==> src/rtl/vram_pkg.sv <==
// ---------------------------------------------------------------------------
// vram_pkg
// Shared definitions for the VRAM port arbiter:
//   - default address/data widths and wait-monitor settings
//   - slot_e : issue-slot state (what the RAM executes next cycle)
//   - tag_e  : return tag, which requester owns the read data in flight
//   - slot_to_tag : maps an executing slot to the tag of its read response
// ---------------------------------------------------------------------------
package vram_pkg;

  localparam int ADDR_W_DEF       = 11;
  localparam int DATA_W_DEF       = 8;
  localparam int WAIT_W_DEF       = 10;
  localparam int STARVE_LIMIT_DEF = 800;

  typedef enum logic [1:0] {
    SLOT_IDLE    = 2'd0,
    SLOT_DISP    = 2'd1,
    SLOT_HOST_RD = 2'd2,
    SLOT_HOST_WR = 2'd3
  } slot_e;

  typedef enum logic [1:0] {
    TAG_NONE = 2'd0,
    TAG_DISP = 2'd1,
    TAG_HOST = 2'd2
  } tag_e;

  // Writes return nothing, so only read slots produce a tag.
  function automatic tag_e slot_to_tag(input slot_e s);
    tag_e t;
    case (s)
      SLOT_DISP:    t = TAG_DISP;
      SLOT_HOST_RD: t = TAG_HOST;
      default:      t = TAG_NONE;
    endcase
    return t;
  endfunction

endpackage

==> src/rtl/vram_wait_monitor.sv <==
// ---------------------------------------------------------------------------
// vram_wait_monitor
// Counts consecutive cycles the host is held off (host_valid && !host_ready),
// saturating at all-ones, and flags host_starved once the count reaches
// STARVE_LIMIT. The count clears on a handshake or when host_valid drops.
// Ports:
//   pixel_clk    in   clock
//   reset        in   synchronous, active-high
//   host_valid   in   host request
//   host_ready   in   host accepted this cycle
//   host_starved out  registered, equals (wait count >= STARVE_LIMIT)
// ---------------------------------------------------------------------------
module vram_wait_monitor #(
  parameter int WAIT_W       = 10,
  parameter int STARVE_LIMIT = 800
) (
  input  logic pixel_clk,
  input  logic reset,
  input  logic host_valid,
  input  logic host_ready,
  output logic host_starved
);

  localparam logic [WAIT_W-1:0] CNT_MAX = '1;
  // One extra bit so a limit equal to 2^WAIT_W is still representable.
  localparam logic [WAIT_W:0]   LIMIT   = (WAIT_W+1)'(STARVE_LIMIT);

  logic [WAIT_W-1:0] cnt_q, cnt_d;
  logic              starved_q, starved_d;

  always_comb begin
    cnt_d = '0;
    if (host_valid && !host_ready) begin
      cnt_d = (cnt_q == CNT_MAX) ? cnt_q : cnt_q + 1'b1;
    end
    // Compare against the next count so the flag tracks the counter
    // register exactly instead of lagging it by a cycle.
    starved_d = ({1'b0, cnt_d} >= LIMIT);
  end

  always_ff @(posedge pixel_clk) begin
    if (reset) begin
      cnt_q     <= '0;
      starved_q <= 1'b0;
    end else begin
      cnt_q     <= cnt_d;
      starved_q <= starved_d;
    end
  end

  assign host_starved = starved_q;

endmodule

==> src/rtl/vram_port_arbiter.sv <==
// ---------------------------------------------------------------------------
// vram_port_arbiter
// Shares a single-port synchronous VRAM between the display fetch path
// (absolute priority, fixed 2-cycle read latency) and a host port.
//
// Host handshake: a transfer happens in any cycle where host_valid and
// host_ready are both 1. host_ready does not depend on host_valid; while
// host_valid=1 and host_ready=0 the host holds addr/we/wdata stable.
//
// Optional build macro VRAM_TEAR_FREE_EN: when defined, host writes are only
// accepted outside the active video area (video_enable=0); reads unaffected.
//
// Ports:
//   pixel_clk, reset                 clock, synchronous active-high reset
//   video_enable                     active-area flag
//   disp_req/disp_addr               display fetch request
//   disp_rvalid/disp_rdata           display read response (cycle C+2)
//   host_valid/we/addr/wdata         host request
//   host_ready                       host accepted this cycle (combinational)
//   host_rvalid/host_rdata           host read response (cycle C+2)
//   host_starved                     host waited >= STARVE_LIMIT cycles
//   mem_en/we/addr/wdata, mem_rdata  RAM macro interface
//   dbg_slot                         issue-slot state for observation
// ---------------------------------------------------------------------------
module vram_port_arbiter
  import vram_pkg::*;
#(
  parameter int ADDR_W       = ADDR_W_DEF,
  parameter int DATA_W       = DATA_W_DEF,
  parameter int WAIT_W       = WAIT_W_DEF,
  parameter int STARVE_LIMIT = STARVE_LIMIT_DEF
) (
  input  logic              pixel_clk,
  input  logic              reset,
  input  logic              video_enable,
  input  logic              disp_req,
  input  logic [ADDR_W-1:0] disp_addr,
  output logic              disp_rvalid,
  output logic [DATA_W-1:0] disp_rdata,
  input  logic              host_valid,
  input  logic              host_we,
  input  logic [ADDR_W-1:0] host_addr,
  input  logic [DATA_W-1:0] host_wdata,
  output logic              host_ready,
  output logic              host_rvalid,
  output logic [DATA_W-1:0] host_rdata,
  output logic              host_starved,
  output logic              mem_en,
  output logic              mem_we,
  output logic [ADDR_W-1:0] mem_addr,
  output logic [DATA_W-1:0] mem_wdata,
  input  logic [DATA_W-1:0] mem_rdata,
  output slot_e             dbg_slot
);

  slot_e             slot_q, slot_d;
  tag_e              tag_q;
  logic [ADDR_W-1:0] mem_addr_q, mem_addr_d;
  logic [DATA_W-1:0] mem_wdata_q, mem_wdata_d;
  logic              host_ready_c;
  logic              host_fire;

  // Arbitration: display wins outright; host takes every other slot.
  // Nothing is accepted while reset is held.
  always_comb begin
    host_ready_c = 1'b0;
    if (!reset && !disp_req) begin
`ifdef VRAM_TEAR_FREE_EN
      host_ready_c = !(host_we && video_enable);
`else
      host_ready_c = 1'b1;
`endif
    end
  end

`ifndef VRAM_TEAR_FREE_EN
  logic unused_video_enable;
  assign unused_video_enable = video_enable;
`endif

  assign host_ready = host_ready_c;
  assign host_fire  = host_valid && host_ready_c;

  // Next slot comes straight from this cycle's grant.
  always_comb begin
    slot_d      = SLOT_IDLE;
    mem_addr_d  = mem_addr_q;
    mem_wdata_d = mem_wdata_q;
    if (disp_req) begin
      slot_d     = SLOT_DISP;
      mem_addr_d = disp_addr;
    end else if (host_fire) begin
      slot_d     = host_we ? SLOT_HOST_WR : SLOT_HOST_RD;
      mem_addr_d = host_addr;
      if (host_we) begin
        mem_wdata_d = host_wdata;
      end
    end
  end

  always_ff @(posedge pixel_clk) begin
    if (reset) begin
      slot_q      <= SLOT_IDLE;
      mem_addr_q  <= '0;
      mem_wdata_q <= '0;
      tag_q       <= TAG_NONE;
    end else begin
      slot_q      <= slot_d;
      mem_addr_q  <= mem_addr_d;
      mem_wdata_q <= mem_wdata_d;
      // The RAM executes slot_q now; its read data lands next cycle.
      tag_q       <= slot_to_tag(slot_q);
    end
  end

  // Output decode from registered state only.
  always_comb begin
    mem_en      = (slot_q != SLOT_IDLE);
    mem_we      = (slot_q == SLOT_HOST_WR);
    disp_rvalid = (tag_q == TAG_DISP);
    host_rvalid = (tag_q == TAG_HOST);
    disp_rdata  = disp_rvalid ? mem_rdata : '0;
    host_rdata  = host_rvalid ? mem_rdata : '0;
  end

  assign mem_addr  = mem_addr_q;
  assign mem_wdata = mem_wdata_q;
  assign dbg_slot  = slot_q;

  vram_wait_monitor #(
    .WAIT_W      (WAIT_W),
    .STARVE_LIMIT(STARVE_LIMIT)
  ) u_wait_monitor (
    .pixel_clk   (pixel_clk),
    .reset       (reset),
    .host_valid  (host_valid),
    .host_ready  (host_ready_c),
    .host_starved(host_starved)
  );

endmodule
==> config.mk <==
export PLATFORM = sky130hd
export DESIGN_NAME = vram_port_arbiter
export DESIGN_NICKNAME = d
export VERILOG_FILES = /design/src/rtl/vram_pkg.sv /design/src/rtl/vram_wait_monitor.sv /design/src/rtl/vram_port_arbiter.sv
export SDC_FILE = /design/constraint.sdc
export NUM_CORES = 1
export LEC_CHECK = 0
export ABC_CLOCK_PERIOD_IN_PS = 1600
export CAP_MARGIN = 20
export CORE_ASPECT_RATIO = 1.25
export CORE_MARGIN = 4
export CORE_UTILIZATION = 36
export CTS_BUF_LIST = sky130_fd_sc_hd__clkbuf_4
export DETAILED_ROUTE_END_ITERATION = 7
export PLACE_DENSITY = 0.78
export SLEW_MARGIN = 20
export SYNTH_ARGS = -nofsm -noshare
export SYNTH_HDL_FRONTEND = slang
export SYNTH_SLANG_ARGS = --single-unit
==> constraint.sdc <==
create_clock -name pixel_clk -period 1.6 [get_ports pixel_clk]
set_input_delay 0.32 -clock pixel_clk [delete_from_list [all_inputs] [get_ports pixel_clk]]
set_output_delay 0.32 -clock pixel_clk [all_outputs]
set_load 0.03 [all_outputs]
==> reports/metrics.cfg <==
[clocking]
clkLatencyLatePin_ps=330
htreeDepth=2
cts_root_buffer=clkbuf_4
cts.clk_slew.worst_paths_ps=100
postCtsSetupBuffers=0
cts_buffers=5
cts_tree=done
cts_sinks=34
cts_buffer_depth=2

[setup_path]
cp-start-kind=flip-flop
reg2reg_from=u_wait_monitor.cnt_q[0]
critPathKind=reg2out
r2r_slack_ps=40
cp.required_ps=1280
cp_max_fo=5
critPathArrivalTime_ps=1260
crit_path_start=tag_q[1]
worst_setup_path_end_kind=output pin

[die]
dieArea_sq_um=5550
die_w_um=67.4
core_sq_um=4160
dieHeight_um=82.3
placementRows=26
start_util_pct=38.2
io_pins=87

[place]
place_area_sq_um=2600
hpwlAfterDp_mm=3.26
gp_congestion=0.749
place_inst=346
place_ws_ps=-196
port_buffers=85

[final_layout]
post-route-cell-area_sq_um=2730
syn_to_final_growth_pct=71.4
postLayoutCoreUtil_pct=65.4
final_cells=356
num-fill-cells=370
drive_above_1_share_pct=25.0
regArea_sq_um=688
layout.nets=344
n_antenna_cell=0
multiInputGateArea_sq_um=932

[route]
vias=1703
drt_iter0_markers=36
drcViolationCount=0
vias_per_cell=4.78
wl_per_cell_um=12.3
routed_wl_mm=4.38
dr.pass1.iters=4
ant_nets=0

[flow_run]
cap_violations=0

[timing]
skew_ps=10.0
worst_slack_ps=15.6
max_freq_mhz=631
finalHoldViolCount=0
slew_headroom_pct=79.0
layout_min_cycle_time_ps=1580
holdWs_ps=457
rsz0062_at_grt=yes
finalSetupViolations=0
worst_slew_pin_slew_ps=306
final-max-slew-violation-count=0
finalCritPeriodShare_pct=99.0

[logic_synthesis]
yosysSeqAreaShare_pct=42.8
synth_cell_types=33
avgSynthCellArea_sq_um=8.16
syn_nets=240
async_flop_share_pct=0
syn_inst=195
yosysWarnings=0
synth-edff-count=0
synth-seq-cells=34
syn-cell-area_sq_um=1590
synth_flop_cell=dfxtp_1

[pwr]
p_sw_uw=464
static-leakage-power_uw=0.00123
intPower_uw=1240
pwr-share-comb_pct=21.6
ir_worst_vdd_uv=485
p_clk_share_pct=26.4
power.density_nw_per_um2=627
pwr-share-seq_pct=52.0
power_switching_share_pct=27.2

[worst_hold_path]
hp-class=reg2reg
min_from=mem_wdata[5]

[global_routing]
grt.overflow.total=0
grt_pass1_vias=1528
grt_start_max_net_pins=24
grt_pass1_wl_mm=6.29
antenna_found_initial=0
grt.total_usage_pct=14.7

[run_status]
outcome=completed

==> worst max-delay path, cell delays in order (launching register included) <==
cell and delay, ps:
dfxtp_4 380, nor2b_4 170, buf_6 120, and2_1 140, buf_6 130
==> placed cells by master, fill, tap and decap left out, types with 2 or more instances in the layout <==
master	netlist	routed
dfxtp_1	34	30
dfxtp_2	0	3
xor2_1	2	2
and3_1	3	2
nor2_1	38	37
and2_1	18	13
nand2_1	20	20
dlygate4sd2_1	0	24
clkdlybuf4s50_1	0	40
buf_4	0	32
clkbuf_4	0	6
inv_1	2	2
buf_6	0	10
nand3_1	6	6
nor2b_4	0	2
a21oi_1	19	19
nor3b_1	2	2
and2_4	0	5
nor3_1	2	2
o21ai_0	4	2
mux2i_1	14	14
==> path summary, 6_finish.rpt <==
path,to,cells after the start
hold reg to reg,mem_wdata[5],2
hold / removal,mem_wdata[5],2
setup reg to reg,u_wait_monitor.host_starved,5
setup / recovery,host_rdata[2],4
==> layer usage <==
metal / routed length (um) / vias to the layer above / track usage (%)
met2: 2250 / 66 / 27.2
met3: 528 / 6 / 7.17
met4: 52 / 0 / 4.67
met1: 1550 / 762 / 13.9
met5: 0 / - / 0
li1: - / 869 / -
==> synthesized netlist by cell type (all sizes together) (2+ instances only) <==
| cell type | number | share of area, % |
|---|---|---|
| a21oi | 19 | 6.0 |
| nor2 | 38 | 9.0 |
| nor3b | 2 | 0.94 |
| dfxtp | 34 | 43 |
| nand2 | 20 | 4.7 |
| nand4 | 2 | 1.7 |
| buf | 2 | 0.63 |
| mux2i | 14 | 8.8 |
| nor3 | 2 | 0.63 |
| xor2 | 2 | 1.1 |
| nand3 | 6 | 1.9 |
| and3 | 4 | 1.7 |
| o21ai | 4 | 1.3 |
| nor2b | 2 | 0.79 |
| clkbuf | 10 | 2.4 |
| and2 | 18 | 7.1 |
| inv | 2 | 0.47 |
==> registers in the layout, summed over array words and instances (netlist names) <==
signal and cells:
u_wait_monitor.cnt_q 10, u_wait_monitor.host_starved 1, tag_q 2, dbg_slot 2, mem_wdata 8, mem_addr 11
==> metrics by stage <==
| step | setup TNS, ps | total power (uW) |
|---|---|---|
| floorplan | 0 | 1080 |
| global placement | -1040 | 1280 |
| detailed placement | -1500 | 1290 |
| CTS | 0 | 1730 |
| global route | -214 | 1790 |
| finish | 0 | 1710 |
==> timing repair <==
| item | in CTS | in global routing |
|---|---|---|
| resized for setup | 33 | 30 |
| endpoints found under the hold margin | 0 | 0 |
| cloned | 0 | 2 |
| hold buffers | 0 | 0 |
| pin swaps | 0 | 5 |
| setup endpoints to repair | 35 | 13 |
==> power by group through the flow <==
stage	clock network [uW]	registers, uW	logic (uW)
final	451	889	369
after global routing	506	893	396
after CTS	475	889	365
after detailed placement	0	909	380
after global placement	0	908	377
after floorplan	0	957	126
==> layout make-up <==
cell class | instances | area share, %
Timing Repair Buffer | 108 | 35.7
Multi-Input combinational cell | 148 | 34.2
Sequential cell | 34 | 25.3
Tap cell | 56 | 2.57
Clock buffer | 6 | 1.65
Clock inverter | 2 | 0.321
Inverter | 2 | 0.275
==> cells by family after synthesis <==
family	Yosys count	synth area share, %
compound gates	33	12.9
xor+xnor	2	1.10
fa+ha+maj	1	0.787
buf+inv	14	3.46
flops	34	42.8
mux	14	8.81
simple gates	97	30.1
Power figures use the tool's default switching activity.
